[config.mk]
export PLATFORM = sky130hd
export DESIGN_NAME = uart_prog_ctrl
export DESIGN_NICKNAME = d
export VERILOG_FILES = /design/src/rtl/uart_prog_pkg.sv /design/src/rtl/uart_prog_ctrl_timeout.sv /design/src/rtl/uart_prog_ctrl.sv
export SDC_FILE = /design/constraint.sdc
export NUM_CORES = 1
export LEC_CHECK = 0
export BUFFER_PORTS_ARGS = -buffer_cell sky130_fd_sc_hd__buf_2
export CAP_MARGIN = 20
export CORE_MARGIN = 3
export CORE_UTILIZATION = 60
export CTS_CLUSTER_DIAMETER = 200
export CTS_CLUSTER_SIZE = 8
export DETAILED_ROUTE_END_ITERATION = 16
export PLACE_DENSITY = 0.8
export SETUP_SLACK_MARGIN = 0.2
export SLEW_MARGIN = 40
export SYNTH_ARGS = -nofsm -noshare
export SYNTH_HDL_FRONTEND = slang
export SYNTH_SLANG_ARGS = --single-unit
[constraint.sdc]
create_clock -name clk -period 4.4 [get_ports clk]
set_clock_uncertainty 0.2 [all_clocks]
set_input_delay 0.44 -clock clk [delete_from_list [all_inputs] [get_ports clk]]
set_output_delay 0.44 -clock clk [all_outputs]
set_load 0.02 [all_outputs]
[src/rtl/uart_prog_pkg.sv]
// Shared types and constants for the serial program loader.
// State encoding, protocol words and the inter-word timeout helper.
package uart_prog_pkg;

    typedef enum logic [2:0] {
        IDLE,
        GET_ADDR,
        GET_LEN,
        GET_DATA,
        WRITE,
        SEND_RESP,
        RST_PULSE
    } state_e;

    localparam logic [31:0] CMD_PROG = 32'h50524F47;
    localparam logic [31:0] CMD_RST  = 32'h52535430;
    localparam logic [31:0] NAK      = 32'hFFFFFFFF;
    localparam logic [31:0] TMO      = 32'hFFFFFFFE;

    // Clock cycles allowed between words; clamped to 1 so an
    // un-overridden CLK_RATE still elaborates.
    function automatic int TIMEOUT_CLKS(input int clk_rate,
                                        input int iw_timeout_ms);
        int t;
        t = clk_rate * iw_timeout_ms * 1000;
        return (t > 0) ? t : 1;
    endfunction

endpackage

[src/rtl/uart_prog_ctrl_timeout.sv]
// Inter-word timeout counter: cleared on kick, counts while run_i,
// saturates at LIMIT. Ports: kick_i, run_i in; expired_o out.
module prog_timeout_ctr #(
    parameter int LIMIT = 1
) (
    input  logic clk,
    input  logic rst,
    input  logic kick_i,
    input  logic run_i,
    output logic expired_o
);

    localparam int W = $clog2(LIMIT + 1);
    localparam logic [W-1:0] LIM = W'(LIMIT);

    logic [W-1:0] cnt_q, cnt_d;

    always_comb begin
        cnt_d = cnt_q;
        if (kick_i)
            cnt_d = '0;
        else if (run_i && cnt_q != LIM)
            cnt_d = cnt_q + W'(1);
    end

    always_ff @(posedge clk) begin
        if (rst) cnt_q <= '0;
        else     cnt_q <= cnt_d;
    end

    // A word arriving in the expiry cycle wins over the timeout.
    assign expired_o = run_i && !kick_i && (cnt_q == LIM);

endmodule

[src/rtl/uart_prog_ctrl.sv]
// Serial bootloader command sequencer: parses PROG/RST word commands,
// writes payload to memory via req/ack, replies with one status word.
// Ports: rx_ready/rx_word in; mem_* write port; tx_* response;
// mcu_hold/mcu_rst MCU control; error sticky overrun flag.
module uart_prog_ctrl
    import uart_prog_pkg::*;
#(
    parameter int CLK_RATE   = -1,
    parameter int IW_TIMEOUT = 200,
    parameter int MAX_WORDS  = 16384,
    parameter int RST_CYCLES = 16
) (
    input  logic        clk,
    input  logic        rst,
    input  logic        rx_ready,
    input  logic [31:0] rx_word,
    output logic [31:0] mem_addr,
    output logic [31:0] mem_din,
    output logic        mem_we,
    input  logic        mem_ack,
    output logic        tx_start,
    output logic [31:0] tx_word,
    input  logic        tx_busy,
    output logic        mcu_hold,
    output logic        mcu_rst,
    output logic        error
);

    localparam int TMO_CLKS = TIMEOUT_CLKS(CLK_RATE, IW_TIMEOUT);

    state_e      state_q, state_d;
    logic [31:0] base_q, base_d;
    logic [31:0] len_q, len_d;
    logic [31:0] idx_q, idx_d;
    logic [31:0] sum_q, sum_d;
    logic [31:0] addr_q, addr_d;
    logic [31:0] din_q, din_d;
    logic [31:0] txw_q, txw_d;
    logic [31:0] rcnt_q, rcnt_d;
    logic        we_q, we_d;
    logic        txs_q, txs_d;
    logic        hold_q, hold_d;
    logic        mrst_q, mrst_d;
    logic        err_q, err_d;

    logic        tmo_run, tmo_kick, tmo_exp;

    // Timer runs only while waiting for a word; it pauses in WRITE
    // and is held clear everywhere else.
    assign tmo_run  = (state_q == GET_ADDR) || (state_q == GET_LEN) ||
                      (state_q == GET_DATA);
    assign tmo_kick = rx_ready || !(tmo_run || state_q == WRITE);

    prog_timeout_ctr #(.LIMIT(TMO_CLKS)) u_tmo (
        .clk       (clk),
        .rst       (rst),
        .kick_i    (tmo_kick),
        .run_i     (tmo_run),
        .expired_o (tmo_exp)
    );

    always_comb begin
        state_d = state_q;
        base_d  = base_q;
        len_d   = len_q;
        idx_d   = idx_q;
        sum_d   = sum_q;
        addr_d  = addr_q;
        din_d   = din_q;
        txw_d   = txw_q;
        rcnt_d  = rcnt_q;
        we_d    = we_q;
        txs_d   = 1'b0;
        hold_d  = hold_q;
        mrst_d  = mrst_q;
        err_d   = err_q;
        unique case (state_q)
            IDLE: begin
                if (rx_ready) begin
                    if (rx_word == CMD_PROG) begin
                        state_d = GET_ADDR;
                        hold_d  = 1'b1;
                        sum_d   = '0;
                        idx_d   = '0;
                        err_d   = 1'b0;
                    end else if (rx_word == CMD_RST) begin
                        state_d = RST_PULSE;
                        mrst_d  = 1'b1;
                        rcnt_d  = '0;
                        err_d   = 1'b0;
                    end else begin
                        state_d = SEND_RESP;
                        txw_d   = NAK;
                    end
                end
            end
            GET_ADDR: begin
                if (rx_ready) begin
                    base_d  = {rx_word[31:2], 2'b00};
                    state_d = GET_LEN;
                end else if (tmo_exp) begin
                    state_d = SEND_RESP;
                    txw_d   = TMO;
                end
            end
            GET_LEN: begin
                if (rx_ready) begin
                    len_d = rx_word;
                    idx_d = '0;
                    if (rx_word == '0) begin
                        state_d = SEND_RESP;
                        txw_d   = sum_q;
                    end else if (rx_word > 32'(MAX_WORDS)) begin
                        state_d = SEND_RESP;
                        txw_d   = NAK;
                    end else begin
                        state_d = GET_DATA;
                    end
                end else if (tmo_exp) begin
                    state_d = SEND_RESP;
                    txw_d   = TMO;
                end
            end
            GET_DATA: begin
                if (rx_ready) begin
                    addr_d  = base_q + (idx_q << 2);
                    din_d   = rx_word;
                    sum_d   = sum_q + rx_word;
                    we_d    = 1'b1;
                    state_d = WRITE;
                end else if (tmo_exp) begin
                    state_d = SEND_RESP;
                    txw_d   = TMO;
                end
            end
            WRITE: begin
                // Overrun: the word is dropped, host sees bad checksum.
                if (rx_ready)
                    err_d = 1'b1;
                if (mem_ack) begin
                    we_d  = 1'b0;
                    idx_d = idx_q + 32'd1;
                    if (idx_q + 32'd1 == len_q) begin
                        state_d = SEND_RESP;
                        txw_d   = sum_q;
                    end else begin
                        state_d = GET_DATA;
                    end
                end
            end
            SEND_RESP: begin
                if (!tx_busy) begin
                    txs_d   = 1'b1;
                    hold_d  = 1'b0;
                    state_d = IDLE;
                end
            end
            RST_PULSE: begin
                rcnt_d = rcnt_q + 32'd1;
                if (rcnt_q == 32'(RST_CYCLES - 1)) begin
                    mrst_d  = 1'b0;
                    state_d = SEND_RESP;
                    txw_d   = CMD_RST;
                end
            end
            default: state_d = IDLE;
        endcase
    end

    always_ff @(posedge clk) begin
        if (rst) begin
            state_q <= IDLE;
            base_q  <= '0;
            len_q   <= '0;
            idx_q   <= '0;
            sum_q   <= '0;
            addr_q  <= '0;
            din_q   <= '0;
            txw_q   <= '0;
            rcnt_q  <= '0;
            we_q    <= 1'b0;
            txs_q   <= 1'b0;
            hold_q  <= 1'b0;
            mrst_q  <= 1'b0;
            err_q   <= 1'b0;
        end else begin
            state_q <= state_d;
            base_q  <= base_d;
            len_q   <= len_d;
            idx_q   <= idx_d;
            sum_q   <= sum_d;
            addr_q  <= addr_d;
            din_q   <= din_d;
            txw_q   <= txw_d;
            rcnt_q  <= rcnt_d;
            we_q    <= we_d;
            txs_q   <= txs_d;
            hold_q  <= hold_d;
            mrst_q  <= mrst_d;
            err_q   <= err_d;
        end
    end

    assign mem_addr = addr_q;
    assign mem_din  = din_q;
    assign mem_we   = we_q;
    assign tx_start = txs_q;
    assign tx_word  = txw_q;
    assign mcu_hold = hold_q;
    assign mcu_rst  = mrst_q;
    assign error    = err_q;

endmodule

==> impl_summary.md <==
Placed design
Detailed placement ended at an HPWL of roughly 34000 um. In this run the tool buffered the top-level ports with 135 buffer cells. In this run, placement finished with an instance count of between 2000 and 2500. The global placer's final weighted congestion is 0.997.

Die
In this run the count of I/O pins placed on the die edge is 138. The full die area is 26900 um2. The standard-cell row count is 57. The area of the core is 24400 um2.

The horizontal die dimension is 164 um. The initial utilization of the core area, before any placement, comes to ~61%. The die height is 164 um.

Synthesis
In the synthesized netlist the dominant register cell turns out to be sky130_fd_sc_hd__dfxtp_1. The most numerous cell in the Yosys netlist is sky130_fd_sc_hd__nand2_1. For this run, the number of Yosys warnings is 0.

Yosys attributes the largest share of cell area to sky130_fd_sc_hd__dfxtp_1 35%, sky130_fd_sc_hd__nand2_1 8.4%, sky130_fd_sc_hd__a21oi_1 7.4%. The portion of synthesized cell area occupied by the leading cell type is around a third. The share of synthesized area occupied by flip-flops and latches is around a third.

Dividing the synthesized area by the synthesized cell count gives around 7.7 um2. Counting flops with a built-in enable in the synthesized netlist gives 0. Sorting the synthesized cells by how often they occur yields 334 x sky130_fd_sc_hd__nand2_1, 261 x sky130_fd_sc_hd__dfxtp_1, 221 x sky130_fd_sc_hd__a21oi_1.

The async set-reset flop share out of synthesis is 0%. The netlist area before placement is 15000 um2. Of all cell types, the one taking the most synthesized area is sky130_fd_sc_hd__dfxtp_1. The synthesized instance count is 1939. The number of register bits inferred by synthesis is 261.

The count of different cell masters after synthesis is approximately 80.

Power
The cell leakage power is around 6.8 nW. The worst-case IR drop observed on VDD is 360 uV. The completed layout was analyzed and its total power is 7.92 mW. For this design the ratio of total power to cell area is 464 nW/um2.

GRT
The initial antenna violation count is 0. Entering global routing, the biggest net connects 76 pins. The global-route wire length before repair is 77800 um. The sum of overflow across all layers after global routing is 0.

The number of global-route vias before repair is 14436. Global routing used 36.1% of the available tracks.

Clock network
The later-pin clock latency in the skew report is ~0.53 ns. The CTS tree is yes. The H-tree was split into 2 levels.

After clock tree synthesis, the clock-pin slew on the worst setup and hold paths is 0.05 ns. The worst-case clock buffer depth is 3. The number of sinks on the clock net is 261. The clock root buffer is sky130_fd_sc_hd__clkbuf_16.

In this run, CTS created clock tree buffers numbering 38.

STA
Setup violations remaining at the end of the flow were counted as 0. The setup total negative slack is 0 ns. The max-slew violation count is 0. The final count of hold timing violations is 0. The relative slew slack is 44.2%. The share of the cycle needed by the critical path after routing is 91.9%. At the pin with the least slew margin, the transition time is around 0.84 ns. Timing would allow up to 247 MHz. The worst path in the final design needs a cycle of 4.04 ns, including I/O delays and setup. Setup repair after global routing left no endpoint under its margin.

Cells and area
Cells with a size suffix above 1 make up 12.9% of the layout. The number of standard cells in the layout, taps in and fillers out is 2369. After filler insertion, the fill cell instance count of the layout stands at 2094. The final layout contains 2144 nets.

The relative area change from synthesis to final layout is 14.1%. The number of antenna diodes in the final layout is 0.

Worst setup path
The highest cell delay on the worst timing path is 0.65 ns. The setup path with the least slack is of type reg2reg. The startpoint kind of the worst setup timing path is a flip-flop. The signal on the critical path passes through and4_2, nand4_4, or4_1, nand3_1, or4b_4, nor4_4, buf_4, a21oi_2, or4_4, o221a_1.

The kind of capture point of the worst setup path is a flip-flop. Of all nets on the critical path, the largest fanout is 12. The number of buffers and inverters on the critical path is 1. The largest delay contributor family on the critical path is simple AND/OR/NAND/NOR gates.

For the worst setup path, the data arrival time is between 4 and 5 ns. Among all stages on the critical path, the largest delay is contributed by sky130_fd_sc_hd__or4_4. For the worst setup path, the data required time is approximately 4.6 ns.

Route
The remaining design rule violation count is 0. In this run the remaining antenna-violating nets after routing total 0. The final wirelength is 49800 um. For this block, the initial DRC count from the detailed router was 1553. After detailed routing, the average wire length per cell comes to 21.0 um. The detail-routed via count per cell is between 6 and 7. For this run, the detailed router's first-pass iteration total came to 6. The vias after detailed routing is approximately 16000.

Outcome
The run finished with clean final reports.

Job
Max-cap violations in this run came to 0.

Min path
The path category of the worst min-delay check is in2reg.
[cells in the final DEF, fill, tap and decap left out, types with 25 or more instances in the layout]
cell type                     n
sky130_fd_sc_hd__a21o_1      35
sky130_fd_sc_hd__a21oi_1    221
sky130_fd_sc_hd__a31oi_1     43
sky130_fd_sc_hd__buf_2      134
sky130_fd_sc_hd__buf_4       51
sky130_fd_sc_hd__clkbuf_16   40
sky130_fd_sc_hd__dfxtp_1    261
sky130_fd_sc_hd__ha_1        61
sky130_fd_sc_hd__inv_1       25
sky130_fd_sc_hd__nand2_1    333
sky130_fd_sc_hd__nand3_1     47
sky130_fd_sc_hd__nand3b_1    29
sky130_fd_sc_hd__nand4_1     32
sky130_fd_sc_hd__nor2_1     127
sky130_fd_sc_hd__nor3_1      47
sky130_fd_sc_hd__nor4_1      41
sky130_fd_sc_hd__o21ai_0     94
sky130_fd_sc_hd__or3_1       27
sky130_fd_sc_hd__xnor2_1     52
sky130_fd_sc_hd__xor2_1      45
[layout make-up]
type	count	area (um2)	area share, %
timing repair buffer	189	1100	6.47
multi-input combinational	1527	9200	53.9
clock inverter	2	35.0	0.205
tap	324	405	2.38
sequential	261	5230	30.6
clock buffer	40	1000	5.87
inverter	26	97.6	0.572
[tightest hold or removal path: stages]
cell and delay (ns):
sky130_fd_sc_hd__buf_2 0.14, sky130_fd_sc_hd__nand2_1 0.07, sky130_fd_sc_hd__a21oi_1 0.05
[flip-flops by register name, summed over array words and instances (netlist names), 3 cells and up]
signal    flops
base_q       30
idx_q        32
len_q        32
mem_addr     30
mem_din      32
rcnt_q       32
state_q       3
sum_q        32
tx_word      32
[report_power, final]
group,total [mW],internal (mW),switching (mW),leakage (nW)
clock network,2.64,1.59,1.04,0.508
logic,2.56,0.845,1.71,4.15
registers,2.72,2.57,0.147,2.11
[final timing paths]
| kind | start | end | slack, ns | cells past startpoint |
|---|---|---|---|---|
| max | idx_q[10]$_SDFFE_PP0P_ | tx_word[28]$_SDFFE_PP0P_ | 0.36 | 10 |
| max reg2reg | idx_q[10]$_SDFFE_PP0P_ | tx_word[28]$_SDFFE_PP0P_ | 0.36 | 10 |
| min | rx_word[24] | mem_din[24]$_SDFFE_PP0P_ | 0.02 | 3 |
| min reg2reg | mem_addr[4]$_SDFFE_PP0P_ | mem_addr[4]$_SDFFE_PP0P_ | 0.25 | 2 |
[per-layer routing]
layer  share of wire (%)  vias to the layer above  global-route usage [%]  wire length (um)
met1                  40                     7280                    47.9             20000
met2                  45                      893                    57.5             22200
li1                    -                     7230                       -                 -
met4                 4.8                        0                    15.6              2410
met3                  11                      169                    6.61              5230
met5                   0                        -                       0                 0
[timing repair]
item                                    CTS  global route
gates resized for setup                   0             7
endpoints found under the setup margin    0            25
hold buffers                              2             0
endpoints found under the hold margin     3             0
setup buffers                             0             1
[metrics by stage]
| stage | util [%] | area, um2 | setup slack [ns] | hold slack (ns) |
|---|---|---|---|---|
| after floorplan | - | 15000 | 0.687 | 0.241 |
| after global placement | 65.5 | 16000 | 0.402 | 0.235 |
| after detailed placement | 65.5 | 16000 | 0.357 | 0.242 |
| after CTS | 69.8 | 17000 | 0.307 | 0.000235 |
| after global routing | 70.0 | 17100 | 0.217 | 0.0267 |
| final | 70.0 | 17100 | 0.359 | 0.0170 |
[cell families (layout without fill, tap and decap cells)]
| group | after synthesis | count (layout) | synth area share, % |
|---|---|---|---|
| adders and majority gates | 64 | 64 | 5.45 |
| and+or+nand+nor | 813 | 813 | 26.8 |
| DFF | 261 | 261 | 34.9 |
| muxes | 3 | 3 | 0.209 |
| xor gates and xnor gates | 98 | 98 | 5.84 |
| other | 1 | 2 | 0.0251 |
| AOI/OAI and AO/OA | 547 | 547 | 22.7 |
| buffers and inverters | 152 | 257 | 4.06 |
No activity file was read; power rests on OpenSTA's default activity.
